`src/rtl/mem_arbiter_pkg.sv`:
```
// Shared types and helpers for the two-client backing-memory arbiter.
package mem_arbiter_pkg;

  typedef enum logic [1:0] {
    ARB_IDLE = 2'd0,
    ARB_BUSY = 2'd1,
    ARB_DONE = 2'd2
  } arb_state_e;

  typedef enum logic {
    CH_READ  = 1'b0,
    CH_WRITE = 1'b1
  } arb_chan_e;

  localparam logic ARB_ICACHE = 1'b0;
  localparam logic ARB_DCACHE = 1'b1;

  // Two-way round robin: the client that did not go last wins if it is pending.
  function automatic logic rr_pick(input logic [1:0] pend, input logic last);
    logic other;
    other = ~last;
    if (pend[other]) begin
      return other;
    end else begin
      return last;
    end
  endfunction

  function automatic logic [31:0] line_align(input logic [31:0] addr, input int wb);
    logic [31:0] mask;
    mask = ~((32'd1 << wb) - 32'd1);
    return addr & mask;
  endfunction

endpackage

```
`src/rtl/mem_arbiter.sv`:
```
// Serializes I-cache (client 0) and D-cache (client 1) evict/fill traffic onto
// one memory port: round-robin between clients, evict before fill within one.
module mem_arbiter
  import mem_arbiter_pkg::*;
#(
  parameter int WIDTH = 128
) (
  input  logic             clk,
  input  logic             reset,
  input  logic             c0_write_req,
  input  logic [31:0]      c0_write_addr,
  input  logic [WIDTH-1:0] c0_write_data,
  output logic             c0_write_ack,
  input  logic             c0_read_req,
  input  logic [31:0]      c0_read_addr,
  output logic [WIDTH-1:0] c0_read_data,
  output logic             c0_read_ack,
  input  logic             c1_write_req,
  input  logic [31:0]      c1_write_addr,
  input  logic [WIDTH-1:0] c1_write_data,
  output logic             c1_write_ack,
  input  logic             c1_read_req,
  input  logic [31:0]      c1_read_addr,
  output logic [WIDTH-1:0] c1_read_data,
  output logic             c1_read_ack,
  output logic             mem_req,
  output logic             mem_we,
  output logic [31:0]      mem_addr,
  output logic [WIDTH-1:0] mem_wdata,
  input  logic [WIDTH-1:0] mem_rdata,
  input  logic             mem_ack,
  output logic             owner
);

  localparam int WB = $clog2(WIDTH) - 3;

  arb_state_e       state_r, state_s;
  arb_chan_e        chan_r, chan_s;
  logic             last_r, last_s;
  logic             owner_r, owner_s;
  logic             mem_req_r, mem_req_s;
  logic             mem_we_r, mem_we_s;
  logic [31:0]      mem_addr_r, mem_addr_s;
  logic [WIDTH-1:0] mem_wdata_r, mem_wdata_s;
  logic             c0_write_ack_r, c0_write_ack_s;
  logic             c0_read_ack_r, c0_read_ack_s;
  logic             c1_write_ack_r, c1_write_ack_s;
  logic             c1_read_ack_r, c1_read_ack_s;
  logic [WIDTH-1:0] c0_read_data_r, c0_read_data_s;
  logic [WIDTH-1:0] c1_read_data_r, c1_read_data_s;

  logic [1:0]       pend_s;
  logic             win_s;
  logic             win_wr_s;
  logic [31:0]      sel_addr_s;
  logic [WIDTH-1:0] sel_wdata_s;

  // Winner and its channel/address/data selection for the next grant.
  always_comb begin
    pend_s = {c1_write_req | c1_read_req, c0_write_req | c0_read_req};
    win_s  = rr_pick(pend_s, last_r);
    if (win_s == ARB_DCACHE) begin
      win_wr_s    = c1_write_req;
      sel_addr_s  = c1_write_req ? c1_write_addr : c1_read_addr;
      sel_wdata_s = c1_write_data;
    end else begin
      win_wr_s    = c0_write_req;
      sel_addr_s  = c0_write_req ? c0_write_addr : c0_read_addr;
      sel_wdata_s = c0_write_data;
    end
  end

  // Next-state and next-output logic of the IDLE/BUSY/DONE controller.
  always_comb begin
    state_s        = state_r;
    chan_s         = chan_r;
    last_s         = last_r;
    owner_s        = owner_r;
    mem_req_s      = mem_req_r;
    mem_we_s       = mem_we_r;
    mem_addr_s     = mem_addr_r;
    mem_wdata_s    = mem_wdata_r;
    c0_write_ack_s = 1'b0;
    c0_read_ack_s  = 1'b0;
    c1_write_ack_s = 1'b0;
    c1_read_ack_s  = 1'b0;
    c0_read_data_s = c0_read_data_r;
    c1_read_data_s = c1_read_data_r;

    case (state_r)
      ARB_IDLE: begin
        if (|pend_s) begin
          owner_s    = win_s;
          chan_s     = arb_chan_e'(win_wr_s);
          mem_req_s  = 1'b1;
          mem_we_s   = win_wr_s;
          mem_addr_s = line_align(sel_addr_s, WB);
          if (win_wr_s) begin
            mem_wdata_s = sel_wdata_s;
          end else begin
            mem_wdata_s = mem_wdata_r;
          end
          state_s = ARB_BUSY;
        end else begin
          state_s = ARB_IDLE;
        end
      end

      ARB_BUSY: begin
        if (mem_ack) begin
          mem_req_s = 1'b0;
          last_s    = owner_r;
          state_s   = ARB_DONE;
          if (chan_r == CH_WRITE) begin
            if (owner_r == ARB_DCACHE) begin
              c1_write_ack_s = 1'b1;
            end else begin
              c0_write_ack_s = 1'b1;
            end
          end else begin
            if (owner_r == ARB_DCACHE) begin
              c1_read_ack_s  = 1'b1;
              c1_read_data_s = mem_rdata;
            end else begin
              c0_read_ack_s  = 1'b1;
              c0_read_data_s = mem_rdata;
            end
          end
        end else begin
          state_s = ARB_BUSY;
        end
      end

      // One dead cycle so the acked client's req has dropped before re-arbitration.
      ARB_DONE: begin
        state_s = ARB_IDLE;
      end

      default: begin
        state_s   = ARB_IDLE;
        mem_req_s = 1'b0;
      end
    endcase
  end

  // State and registered-output flops; reset abandons any transaction silently.
  always_ff @(posedge clk or negedge reset) begin
    if (!reset) begin
      state_r        <= ARB_IDLE;
      chan_r         <= CH_READ;
      last_r         <= ARB_DCACHE;
      owner_r        <= 1'b0;
      mem_req_r      <= 1'b0;
      mem_we_r       <= 1'b0;
      mem_addr_r     <= 32'd0;
      mem_wdata_r    <= {WIDTH{1'b0}};
      c0_write_ack_r <= 1'b0;
      c0_read_ack_r  <= 1'b0;
      c1_write_ack_r <= 1'b0;
      c1_read_ack_r  <= 1'b0;
      c0_read_data_r <= {WIDTH{1'b0}};
      c1_read_data_r <= {WIDTH{1'b0}};
    end else begin
      state_r        <= state_s;
      chan_r         <= chan_s;
      last_r         <= last_s;
      owner_r        <= owner_s;
      mem_req_r      <= mem_req_s;
      mem_we_r       <= mem_we_s;
      mem_addr_r     <= mem_addr_s;
      mem_wdata_r    <= mem_wdata_s;
      c0_write_ack_r <= c0_write_ack_s;
      c0_read_ack_r  <= c0_read_ack_s;
      c1_write_ack_r <= c1_write_ack_s;
      c1_read_ack_r  <= c1_read_ack_s;
      c0_read_data_r <= c0_read_data_s;
      c1_read_data_r <= c1_read_data_s;
    end
  end

  assign c0_write_ack = c0_write_ack_r;
  assign c0_read_ack  = c0_read_ack_r;
  assign c1_write_ack = c1_write_ack_r;
  assign c1_read_ack  = c1_read_ack_r;
  assign c0_read_data = c0_read_data_r;
  assign c1_read_data = c1_read_data_r;
  assign mem_req      = mem_req_r;
  assign mem_we       = mem_we_r;
  assign mem_addr     = mem_addr_r;
  assign mem_wdata    = mem_wdata_r;
  assign owner        = owner_r;

endmodule

```
`config.mk`:
```
export PLATFORM = sky130hd
export DESIGN_NAME = mem_arbiter
export DESIGN_NICKNAME = d
export VERILOG_FILES = /design/src/rtl/mem_arbiter_pkg.sv /design/src/rtl/mem_arbiter.sv
export SDC_FILE = /design/constraint.sdc
export NUM_CORES = 1
export LEC_CHECK = 0
export CELL_PAD_IN_SITES_DETAIL_PLACEMENT = 2
export CELL_PAD_IN_SITES_GLOBAL_PLACEMENT = 2
export CORE_AREA = 2 2 366 368
export DETAILED_ROUTE_END_ITERATION = 12
export DIE_AREA = 0 0 368 370
export GPL_ROUTABILITY_DRIVEN = 0
export PLACE_DENSITY = 0.53
export SLEW_MARGIN = 20
export SYNTH_ARGS = -nofsm -noshare
export SYNTH_HDL_FRONTEND = slang
export SYNTH_SLANG_ARGS = --single-unit
```
`constraint.sdc`:
```
create_clock -name clk -period 2.3 [get_ports clk]
set_input_delay 0.23 -clock clk [delete_from_list [all_inputs] [get_ports clk]]
set_output_delay 0.23 -clock clk [all_outputs]
set_load 0.005 [all_outputs]
```
== Word-level counts from Yosys, hierarchy flattened ==
Index checks and enable logic that the tools add are counted.

* Multiplexer cells: 28
* Bitwise gates (word level): 6
* Magnitude comparators: 1
* Reductions and logical operators: 8
* Equality and inequality tests: 4

{| class="wikitable"
|+ Operators by type and width
! kind !! count
|-
| two-way mux 128 bit || 1
|-
| two-way mux 32 bit || 3
|-
| two-way mux 1 bit || 21
|-
| AND reduction 4 bit || 2
|-
| AND reduction 3 bit || 2
|-
| != test 2 bit, second input constant || 2
|-
| NOT 1 bit || 4
|-
| one-hot mux 2 bit (2 select lines) || 1
|-
| AND reduction 2 bit || 2
|-
| one-hot mux 1 bit (3 select lines) || 1
|-
| == test 2 x 1 -> 1 bit, second input constant || 1
|-
| == test 2 bit, second input constant || 1
|-
| logical NOT 2 bit || 1
|-
| < comparator 1 x 2 -> 1 bit, second input constant || 1
|-
| two-way mux 2 bit || 1
|-
| OR 1 bit || 2
|-
| OR reduction 2 bit || 1
|}

* Flip-flop bits (word level): 422
* Word-level logic and storage cells: 60
* Bits of input ports: 519
* Output and inout port bits: 423

== Logic depth before layout (Yosys ltp) ==
Gate-level depths: netlist of run 1.

* Depth after elaboration: 6
* Depth in mapped cells: 7
* Depth with buffers taken out: 4

== Worst setup path before layout of run 1 ==
Ideal clock, no wire load.

* Path type: register to register
* Start: register last_r
* End: register mem_wdata_r[0], in the netlist mem_wdata[0]
* Data required time: 2.175 ns
* Period minus slack after synthesis: 1.846 ns
* Path slack: 0.454 ns
* Path buffers: 2
* Cell stages (with the launch flop): 7
* Arrival: 1.721 ns
* Setup time: 0.125 ns
* Cell sequence: dfstp_2 or3_1 nand2_1 buf_4 buf_6 mux2_1 mux2_2

* Word-level cells in the longest chain between the ends: 5
* Elaborated cells between the ends (all ways): 7
* Those cells by class: 5 x mux; 1 x bitwise; 1 x reduce/logical

{| class="wikitable"
|+ RTL lines
! element !! line !! RTL
|-
| start: declaration || mem_arbiter.sv:39 || <nowiki>logic last_r, last_s;</nowiki>
|-
| start signal: assignment || mem_arbiter.sv:166 || <nowiki>last_r <= last_s;</nowiki>
|-
| two-way mux 1 bit (not written as such) (2 in series) || mem_arbiter_pkg.sv:22 || <nowiki>if (pend[other]) begin</nowiki>
|-
| two-way mux 1 bit (*) || mem_arbiter_pkg.sv:22 ||
|-
| two-way mux 1 bit || mem_arbiter.sv:62 || <nowiki>if (win_s == ARB_DCACHE) begin</nowiki>
|-
| AND reduction 3 bit (no source line) || n/a ||
|-
| end signal: assignment || mem_arbiter.sv:156 || <nowiki>mem_wdata_r <= {WIDTH{1'b0}};</nowiki>
|-
| end signal: assignment || mem_arbiter.sv:171 || <nowiki>mem_wdata_r <= mem_wdata_s;</nowiki>
|-
| end: declaration || mem_arbiter.sv:44 || <nowiki>logic [WIDTH-1:0] mem_wdata_r, mem_wdata_s;</nowiki>
|}

Mark *: on every way between the ends. The rest lies on a longest branch, timed or not. The select of a mux whose other input is x is not followed.
A chain may end at the register's enable or synchronous reset.

== Final worst setup path of run 1 ==
* Start: register mem_wdata_r[14], in the netlist mem_wdata[14]
* End: output mem_wdata[14]

{| class="wikitable"
|+ RTL lines
! element !! line !! RTL
|-
| end: declaration || mem_arbiter.sv:29 || <nowiki>output logic [WIDTH-1:0] mem_wdata,</nowiki>
|}

No word-level cell between the ends.

==> results of run 1 <==
==> area by class of cell <==
cell class | count | share of cell area
Sequential cell | 422 | 0.331
Timing Repair Buffer | 994 | 0.316
Multi-Input combinational cell | 711 | 0.221
Tap cell | 1768 | 0.0694
Clock buffer | 79 | 0.0518
Clock inverter | 27 | 0.00864
Antenna cell | 13 | 0.00102
Inverter | 3 | 0.000353
==> where the power goes <==
part	internal [W]	total, W	leakage [nW]	switching (W)
sequential	0.0112	0.0136	5.05	0.00235
combinational	0.0110	0.0181	6.57	0.00704
clock	0.00535	0.00908	0.950	0.00373
total	0.0276	0.0407	12.6	0.0131
==> cells in the final DEF, fill, tap and decap left out, types with 2 or more instances in the layout <==
| cell type | Yosys | final |
|---|---|---|
| mux2_1 | 382 | 382 |
| clkbuf_16 | 0 | 57 |
| buf_2 | 36 | 2 |
| nor2b_1 | 56 | 56 |
| clkdlybuf4s50_1 | 0 | 918 |
| clkinvlp_4 | 0 | 4 |
| mux2_2 | 130 | 130 |
| o21ai_1 | 3 | 3 |
| clkbuf_8 | 0 | 14 |
| a21oi_1 | 2 | 2 |
| nor2_1 | 3 | 3 |
| buf_12 | 0 | 24 |
| a211oi_1 | 56 | 56 |
| conb_1 | 1 | 4 |
| diode_2 | 0 | 13 |
| dfrtp_1 | 421 | 421 |
| inv_1 | 3 | 3 |
| o31ai_1 | 28 | 28 |
| nand2_1 | 36 | 34 |
| buf_4 | 7 | 48 |
| nand2_4 | 0 | 2 |
| bufinv_16 | 0 | 3 |
| clkinv_2 | 0 | 16 |
| clkbuf_1 | 16 | 8 |
==> kinds of logic after synthesis <==
group / share of synthesized area
buffers and inverters: 0.0322
AO/OA/AOI/OAI: 0.0384
other: 0.000206
multiplexers: 0.317
flip-flops: 0.581
AND/OR/NAND/NOR: 0.0304
==> flip-flops by register name, indices dropped and copies added, names as in the netlist, 2 cells and up <==
name and count:
c0_read_data 128, mem_addr 28, state_r 2, c1_read_data 128, mem_wdata 128
==> cells in the mapped netlist (2+ instances only) <==
| cell type | number | area [um^2] |
|---|---|---|
| a211oi_1 | 56 | 420 |
| o31ai_1 | 28 | 210 |
| inv_1 | 3 | 11.3 |
| o21ai_1 | 3 | 15.0 |
| nand2_1 | 36 | 135 |
| nor2_1 | 3 | 11.3 |
| mux2_2 | 130 | 1460 |
| buf_6 | 25 | 282 |
| a21oi_1 | 2 | 10.0 |
| buf_4 | 7 | 52.6 |
| nor2b_1 | 56 | 350 |
| buf_2 | 36 | 180 |
| clkbuf_1 | 16 | 60.1 |
| dfrtp_1 | 421 | 10500 |
| mux2_1 | 382 | 4300 |
==> per-layer routing <==
layer	vias to the layer above	wire length, um	GRT usage
li1	6331	-	-
met1	7209	32800	0.136
met5	-	56	0
met3	126	6920	0.0437
met4	10	2960	0.0478
met2	495	47000	0.231
==> through the flow <==
stage / power (W) / worst slack (ns) / util / area (um^2) / instances
floorplan: 0.0194 / 0.454 / - / 18200 / 1220
global placement: 0.0318 / -0.154 / 0.226 / 29900 / 3897
detailed placement: 0.0323 / -0.177 / 0.226 / 29900 / 3897
CTS: 0.0419 / 0.0637 / 0.240 / 31800 / 4004
global route: 0.0433 / 0.0647 / 0.240 / 31900 / 4013
finish: 0.0407 / 0.192 / 0.241 / 31900 / 4017
==> worst min path at each step <==
stage | slack [ns] | start | endpoint | depth (start not counted)
6_report | 0.16 | c0_write_req | mem_addr[7] | 3
5_1_grt | 0.15 | c0_write_req | mem_addr[7] | 3
4_1_cts | 0.10 | c0_write_req | mem_addr[7] | 3
3_5_place_dp | 0.28 | reset | c0_read_data[19] | 1
3_3_place_gp | 0.28 | reset | c0_read_data[19] | 1
2_1_floorplan | -0.07 | reset | c0_read_ack | 0
==> what timing repair did <==
action,4_1_cts,5_1_grt
hold buffers,1,0
endpoints found under the hold margin,43,0
gates resized for setup,0,0
buffers inserted,0,0
==> results_dict.tcl, run 1 <==
set metrics [dict create \
    outcome "finished, final reports clean" \
    critical_path_buf_inv_count 1 \
    fp.dieH_um 370 \
    final_max_slew_viol_count 0 \
    critPathLaunch "mem_wdata[14]" \
    drc_errors 0 \
    cts_made_buffers 57 \
    netlist_area_mm2 0.0182 \
    yosys_warnings 0 \
    grt_usage 0.128 \
    syn_to_final_growth_pct 75.4 \
    die_x_um 368 \
    cp.depth 1 \
    cp_data_arrival_time_ns 1.88 \
    antenna_found_initial 19 \
    synthArstFlopShare 1.00 \
    cap_violations 0 \
    tightestPinTransition_ns 0.685 \
    path_cells "clkdlybuf4s50_1" \
    dp_hpwl_um 72000 \
    end_kind "primary output" \
    cts_root_buf "clkbuf_16" \
    min_path_type "input pin to flip-flop" \
    fin_crit_ns 2.11 \
    slowest_delay_ns 0.87 \
    cp_slowest_cell "clkdlybuf4s50_1" \
    required_ns 2.07 \
    clk_pin_slew_ns 0.06 \
    synth.ff_latch_count 422 \
    nFillCells 14400 \
    grt_pass1_vias 16600 \
    path_max_fanout 2 \
    fp.coreArea_mm2 0.132 \
    rsz0062_at_grt "false" \
    cp_top_family "buffers and inverters" \
    portBuffers 921 \
    start_kind "flip-flop" \
    fin_hold_ws_ns 0.164 \
    setup_viol 0 \
    r2r_cells 6 \
    synthCells 1217 \
    cts-htree-levels 2 \
    die_area_mm2 0.136 \
    clock.fmax_mhz 474 \
    r2r_end "mem_wdata[100]" \
    drt_first_pass_iters 4 \
    avgSynthCellArea_um2 14.9 \
    ant_nets 0 \
    clk_latency_ns 0.65 \
    drt_wl_total_um 89700 \
    clockBufferDepth 3 \
    synth-seq-area-share 0.581 \
    wl_per_cell_um 22.3 \
    drive_above_1_share 0.138 \
    r2r-start "last_r" \
    dr.first_iter.drc_count 367 \
    vias 14200 \
    crit_end "mem_wdata[14]" \
    p_leak_nw 12.6 \
    synth_ff_type "dfrtp_1" \
    cellPowerDensity_mw_per_mm2 1280 \
    synth_edf_count 0 \
    cts.sink_count 422 \
    worstSetupPathType "flip-flop to primary output" \
    fin_setup_tns_ns 0 \
    grt_pass1_wl_um 126000 \
    final_nets 2708 \
    max-slew-margin-rel 0.543 \
    grt.overflow.total 0 \
    cts_tree "done" \
    drt-vias-per-instance 3.53 \
    finalHoldViolCount 0 \
    multiInputGateArea_mm2 0.00706 \
    grt_max_degree 67 \
    finalCritPeriodShare 0.917 \
    initial_core_util 0.137 \
    worst_clock_skew_ns 0.0114 \
    fp-row-count 134 \
    io_pins 942 \
    ir_drop_mv 0.583 \
    ys_types 28 \
    regArea_mm2 0.0106 \
    r2r_setup_slack_ns 0.26 \
]
Note: power is estimated with default switching activity, not from simulation.
==> run 2: changes to the inputs <==
Settings changed: ABC_AREA set to 1, CORE_AREA 2 2 366 368 to 2 2 368 370, DIE_AREA 0 0 368 370 to 0 0 370 372, PLACE_DENSITY 0.53 to 0.61.
==> run 2 against run 1 <==
Net effect:
- via count rose by 47%
- design area up 4.4%
- cell count is 30% higher
- first-iteration DRC count up 140%
- clock skew is 0.030 ns higher
- worst setup slack improved by 0.031 ns
- sequential share of layout area fell by 1.4 points
- fmax grew 1.5%
- synthesized area up 6.2%
- critical path type unchanged
- largest power group unchanged
==> results_dict.tcl, run 2 <==
set metrics [dict create \
    ir_drop_mv 0.603 \
    cap_violations 0 \
    vias 20900 \
    grt_usage 0.156 \
    synth_top_cell_by_area "dfrtp_1" \
    tightestPinTransition_ns 0.684 \
    antenna_found_initial 24 \
    worst_clock_skew_ns 0.0413 \
    fp.dieH_um 372 \
    yosys_warnings 0 \
    drc_errors 0 \
    max-slew-margin-rel 0.544 \
    io_pins 942 \
    cts-htree-levels 2 \
    synth.most_common_cell "nand2_1" \
    clockBufferDepth 3 \
    worstSetupPathType "flip-flop to primary output" \
    rsz0062_at_grt "false" \
    netlist_area_mm2 0.0193 \
    cts_tree "done" \
    dp_hpwl_um 84700 \
    cp_data_arrival_time_ns 1.85 \
    cp_top_family "buffers and inverters" \
    r2r_cells 8 \
    clk_pin_slew_ns 0.06 \
    path_max_fanout 14 \
    die_area_mm2 0.138 \
    grt_pass1_vias 23100 \
    grt_pass1_wl_um 160000 \
    synth.ff_latch_count 422 \
    synthCells 2448 \
    synth_edf_count 0 \
    grt.overflow.total 0 \
    wl_per_cell_um 21.3 \
    final_nets 3881 \
    slowest_delay_ns 0.56 \
    drt-vias-per-instance 4.01 \
    min_path_type "input pin to asynchronous set/reset pin" \
    fp.coreArea_mm2 0.134 \
    cts.sink_count 422 \
    drt_wl_total_um 111000 \
    outcome "finished, final reports clean" \
    fp-row-count 135 \
    cts_made_buffers 57 \
    synth_ff_type "dfrtp_1" \
    required_ns 2.07 \
    portBuffers 921 \
    cellPowerDensity_mw_per_mm2 1270 \
    cp.depth 2 \
    final_cell_mix "nand2_1, clkdlybuf4s50_1, nand3_1" \
    yosysTopAreaCellShare 0.546 \
    start_kind "flip-flop" \
    finalCritPeriodShare 0.903 \
    cp_slowest_cell "clkdlybuf4s50_1" \
    finalHoldViolCount 0 \
    r2r_setup_slack_ns 0.34 \
    cts_root_buf "clkbuf_16" \
    finalPower_w 0.0421 \
    initial_core_util 0.144 \
    synth-seq-area-share 0.547 \
    grt_max_degree 106 \
    dr.first_iter.drc_count 888 \
    syn_to_final_growth_pct 72.4 \
    synthArstFlopShare 1.00 \
    critical_path_buf_inv_count 2 \
    drt_first_pass_iters 5 \
    r2r_end "mem_wdata[73]" \
    path_cells "buf_4 -> clkdlybuf4s50_1" \
    drive_above_1_share 0.0707 \
    p_leak_nw 15.4 \
    clk_latency_ns 0.66 \
    end_kind "primary output" \
    avgSynthCellArea_um2 7.88 \
    fin_setup_tns_ns 0 \
    r2r-start "last_r" \
    final_common_cell "nand2_1" \
    final_max_slew_viol_count 0 \
    die_x_um 370 \
    synthTopCellsByArea "dfrtp_1, nand2_1, nand3_1" \
    setup_viol 0 \
    ys_types 22 \
    ant_nets 0 \
    synthTopCellsByCount "nand2_1, nand3_1, dfrtp_1, o21ai_0, buf_2" \
    fin_crit_ns 2.08 \
    clock.fmax_mhz 481 \
    cts_resized 0 \
]
[run 2: cell count changes in the layout (fill, tap and decap cells not counted), sizes merged, moves of 7 or more]
cell / change
a211oi: -56
buf: +53
clkbuf: +8
inv: +7
mux2: -512
nand2: +1146
nand3: +431
nand4: +28
nor2: +25
nor2b: -56
o21ai: +143
o31ai: -28
[run 2: worst max-delay path by stage]
| stage | from | endpoint | slack, ns |
|---|---|---|---|
| detailed placement | c1_write_req | mem_wdata[110] | 0.07 |
| floorplan | last_r | mem_wdata[0] | 0.86 |
| CTS | mem_we | mem_we | 0.14 |
| global route | mem_we | mem_we | 0.11 |
| global placement | c1_write_req | mem_wdata[110] | 0.06 |
| finish | mem_we | mem_we | 0.22 |
[run 2: worst register-to-register path, stage by stage, from the launching register on]
cell and delay [ns]:
dfstp_2 0.59, inv_1 0.15, nand2_4 0.12, buf_12 0.14, buf_12 0.22, nand3_1 0.18, nand2_1 0.29, nand3_1 0.13
nand2_1 0.09
[run 2: stage by stage]
stage / instance area, um^2 / setup WS (ns) / util / hold WS (ns) / cells
floorplan: 19300 / 0.856 / - / -0.0656 / 2451
global placement: 31200 / 0.0568 / 0.233 / 0.162 / 5083
detailed placement: 31200 / 0.0691 / 0.233 / 0.163 / 5083
CTS: 33200 / 0.136 / 0.247 / 0.0278 / 5188
global route: 33300 / 0.112 / 0.248 / 0.0546 / 5206
finish: 33300 / 0.222 / 0.248 / 0.0708 / 5207
[run 2: layout make-up]
type | count | area [um^2]
fillers | 15400 | 101000
repair buffers | 1049 | 10700
flip-flops and latches | 422 | 10600
multi-input cells | 1821 | 7720
well taps | 1781 | 2230
clock buffers | 87 | 1770
clock inverters | 17 | 206
diodes | 19 | 47.5
inverters | 11 | 43.8
[run 2: logic make-up (layout without fill, tap and decap cells)]
logic type / Yosys count / in the layout / share of synthesized area
other cells: 1 / 23 / 0.000194
flops: 422 / 422 / 0.547
compound gates: 146 / 146 / 0.0381
simple gates: 1671 / 1671 / 0.358
buf+inv: 208 / 1164 / 0.0564
[run 2: per-layer routing]
metal,part of all wire,GRT usage,vias up
met2,0.50,0.269,589
li1,-,-,9711
met1,0.40,0.179,10400
met4,0.036,0.0625,10
met3,0.072,0.0485,156
met5,0.00056,0,-
[run 2: what timing repair did]
action	4_1_cts	5_1_grt
endpoints found under the hold margin	308	0
endpoints found under the setup margin	0	0
buffers inserted	0	0
hold buffers	1	0
[run 2: where the power goes]
| part | internal, W | leakage, nW | switching, W |
|---|---|---|---|
| Clock | 0.00552 | 0.978 | 0.00379 |
| Combinational | 0.00967 | 9.17 | 0.0104 |
| Sequential | 0.0108 | 5.29 | 0.00189 |
| Total | 0.0260 | 15.4 | 0.0161 |
==> run 3: changes to the inputs <==
==> constraint.sdc (replaced) <==
create_clock -name clk -period 2.3 [get_ports clk]
set_input_delay 0.23 -clock clk [delete_from_list [all_inputs] [get_ports clk]]
set_output_delay 0.23 -clock clk [all_outputs]
set_load 0.05 [all_outputs]
==> run 3 against run 2 <==
Net effect:
- count of clock-buffer cells in the layout shrank 3
- highest routed layer unchanged
- global-route usage grew 0.079 points
- critical path depth shrank 1
- critical path type unchanged
- worst setup slack lost 0.13 ns
- total power grew 26%
- clock skew grew 0.0027 ns
- combinational power grew 57%
- design area shrank 0.44%
- fmax shrank 6.0%
- cell count is essentially flat
- first-iteration DRC count grew 7.8%
==> results_dict.tcl, run 3 (synthesis gave the netlist of run 2 again) <==
set metrics [dict create \
    fp.coreArea_mm2 0.134 \
    cp_data_arrival_time_ns 1.98 \
    outcome "finished, final reports clean" \
    cap_violations 0 \
    multiInputGateArea_mm2 0.00772 \
    fp.dieH_um 372 \
    end_kind "primary output" \
    regArea_mm2 0.0106 \
    fp-row-count 135 \
    clk_latency_ns 0.66 \
    drt_first_pass_iters 5 \
    cellPowerDensity_mw_per_mm2 1600 \
    final_area_mm2 0.0331 \
    portBuffers 921 \
    die_area_mm2 0.138 \
    clockBufferDepth 3 \
    final_cell_mix "nand2_1, clkdlybuf4s50_1, nand3_1" \
    final_common_cell "nand2_1" \
    wl_per_cell_um 21.5 \
    r2r_cells 7 \
    cp_slowest_cell "clkdlybuf4s50_1" \
    cp.depth 1 \
    nFillCells 15400 \
    cts-htree-levels 2 \
    finalHoldViolCount 0 \
    rsz0062_at_grt "false" \
    critical_path_buf_inv_count 1 \
    slowest_delay_ns 0.91 \
    dr.first_iter.drc_count 957 \
    worstSetupPathType "flip-flop to primary output" \
    path_max_fanout 2 \
    syn_to_final_growth_pct 71.6 \
    final_nets 3885 \
    fin_crit_ns 2.21 \
    cts_root_buf "clkbuf_16" \
    drt-vias-per-instance 4.03 \
    cts.sink_count 422 \
    grt.overflow.total 0 \
    cp_top_family "buffers and inverters" \
    grt_pass1_vias 23000 \
    finalPower_w 0.0531 \
    cts_tree "done" \
    p_leak_nw 15.4 \
    final_util 0.247 \
    dp_hpwl_um 85300 \
    ir_drop_mv 0.676 \
    finalCritPeriodShare 0.961 \
    drive_above_1_share 0.0687 \
    cts_made_buffers 57 \
    grt_pass1_wl_um 160000 \
    fin_cells 5206 \
    postPlaceCellArea_mm2 0.0312 \
    required_ns 2.07 \
    fin_setup_tns_ns 0 \
    tightestPinTransition_ns 0.786 \
    r2r_setup_slack_ns 0.35 \
    worst_clock_skew_ns 0.0440 \
    setup_viol 0 \
    io_pins 942 \
    clk_pin_slew_ns 0.06 \
    min_path_type "input pin to asynchronous set/reset pin" \
    ant_nets 0 \
    final_max_slew_viol_count 0 \
    die_x_um 370 \
    r2r-start "state_r[1]" \
    clock.fmax_mhz 452 \
    placed_cells 5087 \
    grt_max_degree 131 \
    r2r_end "c1_read_data[19]" \
    initial_core_util 0.144 \
    drc_errors 0 \
    start_kind "flip-flop" \
    max-slew-margin-rel 0.476 \
    vias 21000 \
    drt_wl_total_um 112000 \
    antenna_found_initial 27 \
    path_cells "clkdlybuf4s50_1" \
    grt_usage 0.157 \
]
run 3: changes by cell type in the layout (fill, tap and decap cells not counted), moves of 6 or more:
cell             before  now
buf_4                88   96
clkbuf_1              7   16
clkbuf_8             23   10
clkdlybuf4s50_1     920  914
run 3: final cells by class:
class / instances / share of cell area
repair buffers: 1053 / 0.323
flip-flops and latches: 422 / 0.319
multi-input cells: 1821 / 0.233
well taps: 1781 / 0.0673
clock buffers: 84 / 0.0498
clock inverters: 14 / 0.00472
diodes: 20 / 0.00151
inverters: 11 / 0.00132
run 3: routing by layer:
layer / track usage / wire length, um / vias to the layer above
li1: - / - / 9716
met1: 0.185 / 45400 / 10600
met2: 0.270 / 56000 / 566
met3: 0.0437 / 7250 / 129
met4: 0.0558 / 3190 / 8
met5: 0 / 51 / -
run 3: stage by stage:
stage,hold slack [ns],worst slack (ns)
5_1_grt,0.0731,0.0208
6_report,0.0959,0.0889
2_1_floorplan,-0.0656,0.633
3_5_place_dp,0.180,0.0295
3_3_place_gp,0.182,0.0426
4_1_cts,0.0499,0.00802
run 3: worst max-delay path by stage:
stage,from,to,slack [ns]
floorplan,mem_we,c0_read_data[100],0.63
global placement,c1_write_req,mem_wdata[110],0.04
detailed placement,c1_write_req,mem_wdata[110],0.03
CTS,mem_wdata[95],mem_wdata[95],0.008
global route,mem_wdata[91],mem_wdata[91],0.02
finish,mem_wdata[102],mem_wdata[102],0.09
run 3: what timing repair did:
item,4_1_cts,5_1_grt
setup buffers,0,0
gates resized for setup,1,1
pin swaps,0,0
setup endpoints to repair,1,1
gates cloned,0,0
endpoints found under the hold margin,286,0
hold buffers,1,0
run 3: where the power goes:
group | internal, W | switching, W | total [W]
Clock | 0.00505 | 0.00376 | 0.00881
Sequential | 0.0108 | 0.00191 | 0.0128
Combinational | 0.00959 | 0.0219 | 0.0315
Total | 0.0255 | 0.0276 | 0.0531
run 3: worst reg2reg max path, stage by stage (launching register included):
cell and delay (ns):
dfrtp_1 0.38, inv_1 0.07, nand2_1 0.11, nor2_2 0.25
nand2_4 0.11, buf_12 0.22, o21ai_0 0.61, nand2_1 0.10
==> variant 1, RTL diff (config.mk and constraints of run 2) <==
The parameter `WIDTH` goes from 128 to 64.
--- a/src/rtl/mem_arbiter.sv
+++ b/src/rtl/mem_arbiter.sv
@@ -4,5 +4,5 @@
   import mem_arbiter_pkg::*;
 #(
-  parameter int WIDTH = 128
+  parameter int WIDTH = 64
 ) (
   input  logic             clk,
Interface: changed (6 resized); port bits go from 942 to 558. No check against the original RTL was run, so the function may have changed too.
==> variant 1 against run 2 <==
  * Sequential cell count down 191
  * Clock skew down 14 ps
  * Utilization shrank 10 points
  * Hold slack gained 130 ps
  * Synthesized area down 44%
  * Via count decreased by 43%
  * Final cell count decreased by 28%
  * Count of clock-buffer cells in the layout down 32
  * Combinational power is 46% lower
  * Routed wire length fell by 45%
  * Cell area decreased by 41%
  * Total power fell by 45%
  * Worst setup slack improved by 21 ps
  * Critical endpoint unchanged
==> variant 1: results (changes against run 2) <==
| Metric | Value |
|---|---|
| Input/output buffers | 542 (was 921) |
| Seq power | 6.97 mW (was 12.7 mW) |
| Signal buffers | 581 (was 1,049) |
| Synth top area cells | dfrtp_1 (53%), nand2_1 (23%), nand3_1 (11%) (was dfrtp_1 (55%), nand2_1 (23%), nand3_1 (11%)) |
| Later-pin clock latency in the skew report | 560 ps (was 660 ps) |
| Vias in the first global route | 13,150 (was 23,100) |
| Total track usage | 8.634% (was 15.59%) |
| Outcome | completed (unchanged) |
| Post-DP HPWL | 44,090 um (was 84,730 um) |
| DRT iter0 DRCs | 375 (was 888) |
| Initial antenna violation count | 8 (was 24) |
| Seq_cells | 231 (was 422) |
| M3 GR Usage | 2.749% (was 4.849%) |
| Met2 Use GR | 14.63% (was 26.86%) |
| Arrival @ worst endpoint | 1830 ps (was 1850 ps) |
| Ant diodes | 7 (was 19) |
| Area Overhead vs Synth | 81.09% (was 72.39%) |
| Netlist cell types | 20 (was 22) |
| Grt met1 use | 10.11% (was 17.89%) |
| Pint | 14.29 mW (was 26.03 mW) |
| Clk_buf instances | 55 (was 87) |
| Synth top cells by count | nand2_1 (674), nand3_1 (240), dfrtp_1 (230) (was nand2_1 (1,180), nand3_1 (431), dfrtp_1 (421)) |
| Switching share of power | 38.13% (was 38.21%) |
| Wire length on met2 | 29,340 um (was 55,000 um) |
| Post-place setup slack | 231.1 ps (was 69.06 ps) |
| First-pass GRT wire length | 89,360 um (was 159,600 um) |
| Layout Nets | 2,247 (was 3,881) |
| Multi-input logic portion of the cell area | 23.09% (was 23.22%) |
| Leak | 8.558 nW (was 15.44 nW) |
| Wire length on met3 | 4656 um (was 8050 um) |
## variant 1: logic make-up after synthesis
| family | count (synthesis) | synth area share [%] |
|---|---|---|
| AOI/OAI and AO/OA | 83 | 3.831 |
| buffers and inverters | 124 | 5.481 |
| DFF | 231 | 53.32 |
| other | 1 | 0.03458 |
| and+or+nand+nor | 975 | 37.33 |
## variant 1: timing repair
action / CTS / global route
hold endpoints to repair: 44 / 0
endpoints found under the setup margin: 0 / 0
hold buffers: 1 / 0
gates resized for setup: 0 / 0
## variant 1: worst paths after layout
| check | end | slack (ps) | depth (start not counted) |
|---|---|---|---|
| hold / removal | c0_read_data[42] | 200 | 2 |
| hold reg to reg | mem_wdata[55] | 470 | 2 |
| max in group asynchronous | mem_wdata[32] | 1320 | 3 |
| setup reg to reg | mem_wdata[15] | 370 | 7 |
| min in group clk | c1_read_data[58] | 240 | 3 |
| setup / recovery | mem_we | 240 | 2 |
## variant 1: critical path, stage by stage (launching register included)
cell and delay (ps):
dfrtp_2 380, buf_12 270, clkdlybuf4s50_1 590
==> variant 2, RTL diff (flow settings as in run 2) <==
Without the edit above. `mem_addr_r` no longer has a reset.
--- a/src/rtl/mem_arbiter.sv
+++ b/src/rtl/mem_arbiter.sv
@@ -153,5 +153,4 @@
       mem_req_r      <= 1'b0;
       mem_we_r       <= 1'b0;
-      mem_addr_r     <= 32'd0;
       mem_wdata_r    <= {WIDTH{1'b0}};
       c0_write_ack_r <= 1'b0;
@@ -168,5 +167,4 @@
       mem_req_r      <= mem_req_s;
       mem_we_r       <= mem_we_s;
-      mem_addr_r     <= mem_addr_s;
       mem_wdata_r    <= mem_wdata_s;
       c0_write_ack_r <= c0_write_ack_s;
@@ -177,4 +175,8 @@
       c1_read_data_r <= c1_read_data_s;
     end
+  end
+
+  always_ff @(posedge clk) begin
+    mem_addr_r <= mem_addr_s;
   end
 
Check against the original RTL: not equivalent (a bounded check fails within 4 cycles, from zero or initial values and one cycle with reset low).
==> variant 2 against run 2 <==
  * Total power barely moved
  * Cell area fell by 0.91%
  * Count of clock-buffer cells in the layout rose by 2
  * Synthesized cell count fell by 5.1%
  * Worst setup slack got worse by 73 ps
  * Clock power fell by 3.5%
  * Utilization fell by 0.23 points
  * Sequential cell count did not move
  * Routed wire length rose by 5.2%
  * Synthesized area fell by 1.7%
  * Register-to-register slack got worse by 90 ps
  * Largest cell class is now sequential cells
==> variant 2: results (changes against run 2) <==
| Metric | Value |
|---|---|
| Post-DP HPWL | 89,310 um (was 84,730 um) |
| Wire length on met2 | 57,290 um (was 55,000 um) |
| CP peak stage delay | 700 ps (was 560 ps) |
| Total track usage | 16.42% (was 15.59%) |
| Grt met1 use | 19.11% (was 17.89%) |
| First-pass GRT wire length | 162,900 um (was 159,600 um) |
| CP Max Fanout | 2 (was 14) |
| Sequential area share after synthesis | 56.43% (was 54.74%) |
| Fillcell total | 15,310 (was 15,400) |
| Largest net degree at the start of global routing | 102 (was 106) |
| Synth top area cells | dfrtp_1 (52%), nand2_1 (21%), nand3_1 (10%) (was dfrtp_1 (55%), nand2_1 (23%), nand3_1 (11%)) |
| Vias in the first global route | 22,140 (was 23,100) |
| Synth Instances | 2,322 (was 2,448) |
| Placed Cells | 4,938 (was 5,083) |
| Post-place setup slack | 41.14 ps (was 69.06 ps) |
| Initial antenna violation count | 28 (was 24) |
| Synth top cells by count | nand2_1 (1,061), dfrtp_1 (393), nand3_1 (386) (was nand2_1 (1,180), nand3_1 (431), dfrtp_1 (421)) |
| M3 GR Usage | 5.225% (was 4.849%) |
| Wirelength, routed | 116,900 um (was 111,100 um) |
| Worst R2R Start | mem_we (was last_r) |
| Metal1 wirelength | 47,150 um (was 44,020 um) |
| Number of flops mapped to enable cells by yosys | 28 (was 0) |
| Post-route clock skew | 61.52 ps (was 41.28 ps) |
| Layout cells sized above 1 | 6.309% (was 7.074%) |
| DP Area | 30,940 um^2 (was 31,220 um^2) |
| Slew Limit Headroom | 57.58% (was 54.43%) |
| Outcome | completed (unchanged) |
| Via count | 20,180 (was 20,870) |
| Leak | 15.09 nW (was 15.44 nW) |
| Met2 Use GR | 27.98% (was 26.86%) |
| Wire length on met3 | 8693 um (was 8050 um) |
| Peak VDD IR | 0.6648 mV (was 0.6028 mV) |
| Ys async rst share | 93.36% (was 100.0%) |
| Crit. Startpoint | mem_wdata[73] (was mem_we) |
| Arrival @ worst endpoint | 1920 ps (was 1850 ps) |
[variant 2: cell count changes in the layout (fill, tap and decap cells not counted), moves of 28 or more]
| cell | change |
|---|---|
| nand4_1 | -28 |
| o211ai_1 | +28 |
| edfxtp_1 | +28 |
| dfrtp_1 | -28 |
| nand2_1 | -122 |
| buf_4 | -33 |
| nand3_1 | -45 |
| mux2i_1 | +28 |
[variant 2: cell type report]
cell class                 count  area, um^2  area share, %
sequential                   422       10710          32.49
timing repair buffer        1023       10590          32.14
multi-input combinational   1681        7376          22.38
tap                         1781        2228          6.762
clock buffer                  89        1697          5.148
clock inverter                15       176.4         0.5353
inverter                      35       133.9         0.4063
antenna                       19       47.55         0.1443
[variant 2: path summary, 6_finish.rpt]
check / endpoint / slack (ps)
worst max-delay path: mem_wdata[73] / 150
worst min-delay path: mem_we / 140
worst max register to register: c0_read_data[84] / 250
worst min register to register: mem_wdata[83] / 470
max in group asynchronous: c1_read_data[40] / 1300
min in group clk: c1_read_data[113] / 140
[variant 2: repair_timing]
item,in CTS,in global routing
hold endpoints to repair,107,0
setup buffers,1,0
resized for setup,1,0
endpoints found under the setup margin,1,0
hold buffers,1,0
[variant 2: power breakdown]
part	switching [mW]	internal [mW]
clock network	3.79	5.19
registers	2.11	11.0
logic	10.4	9.63
[variant 2: cell families (layout without fill, tap and decap cells)]
family | Yosys count | after routing | synth area share [%]
other | 1 | 23 | 0.01977
buffers and inverters | 222 | 1162 | 5.159
AO/OA/AOI/OAI | 191 | 191 | 5.417
flip-flops | 422 | 422 | 56.43
AND/OR/NAND/NOR | 1458 | 1458 | 31.50
multiplexers | 28 | 28 | 1.478
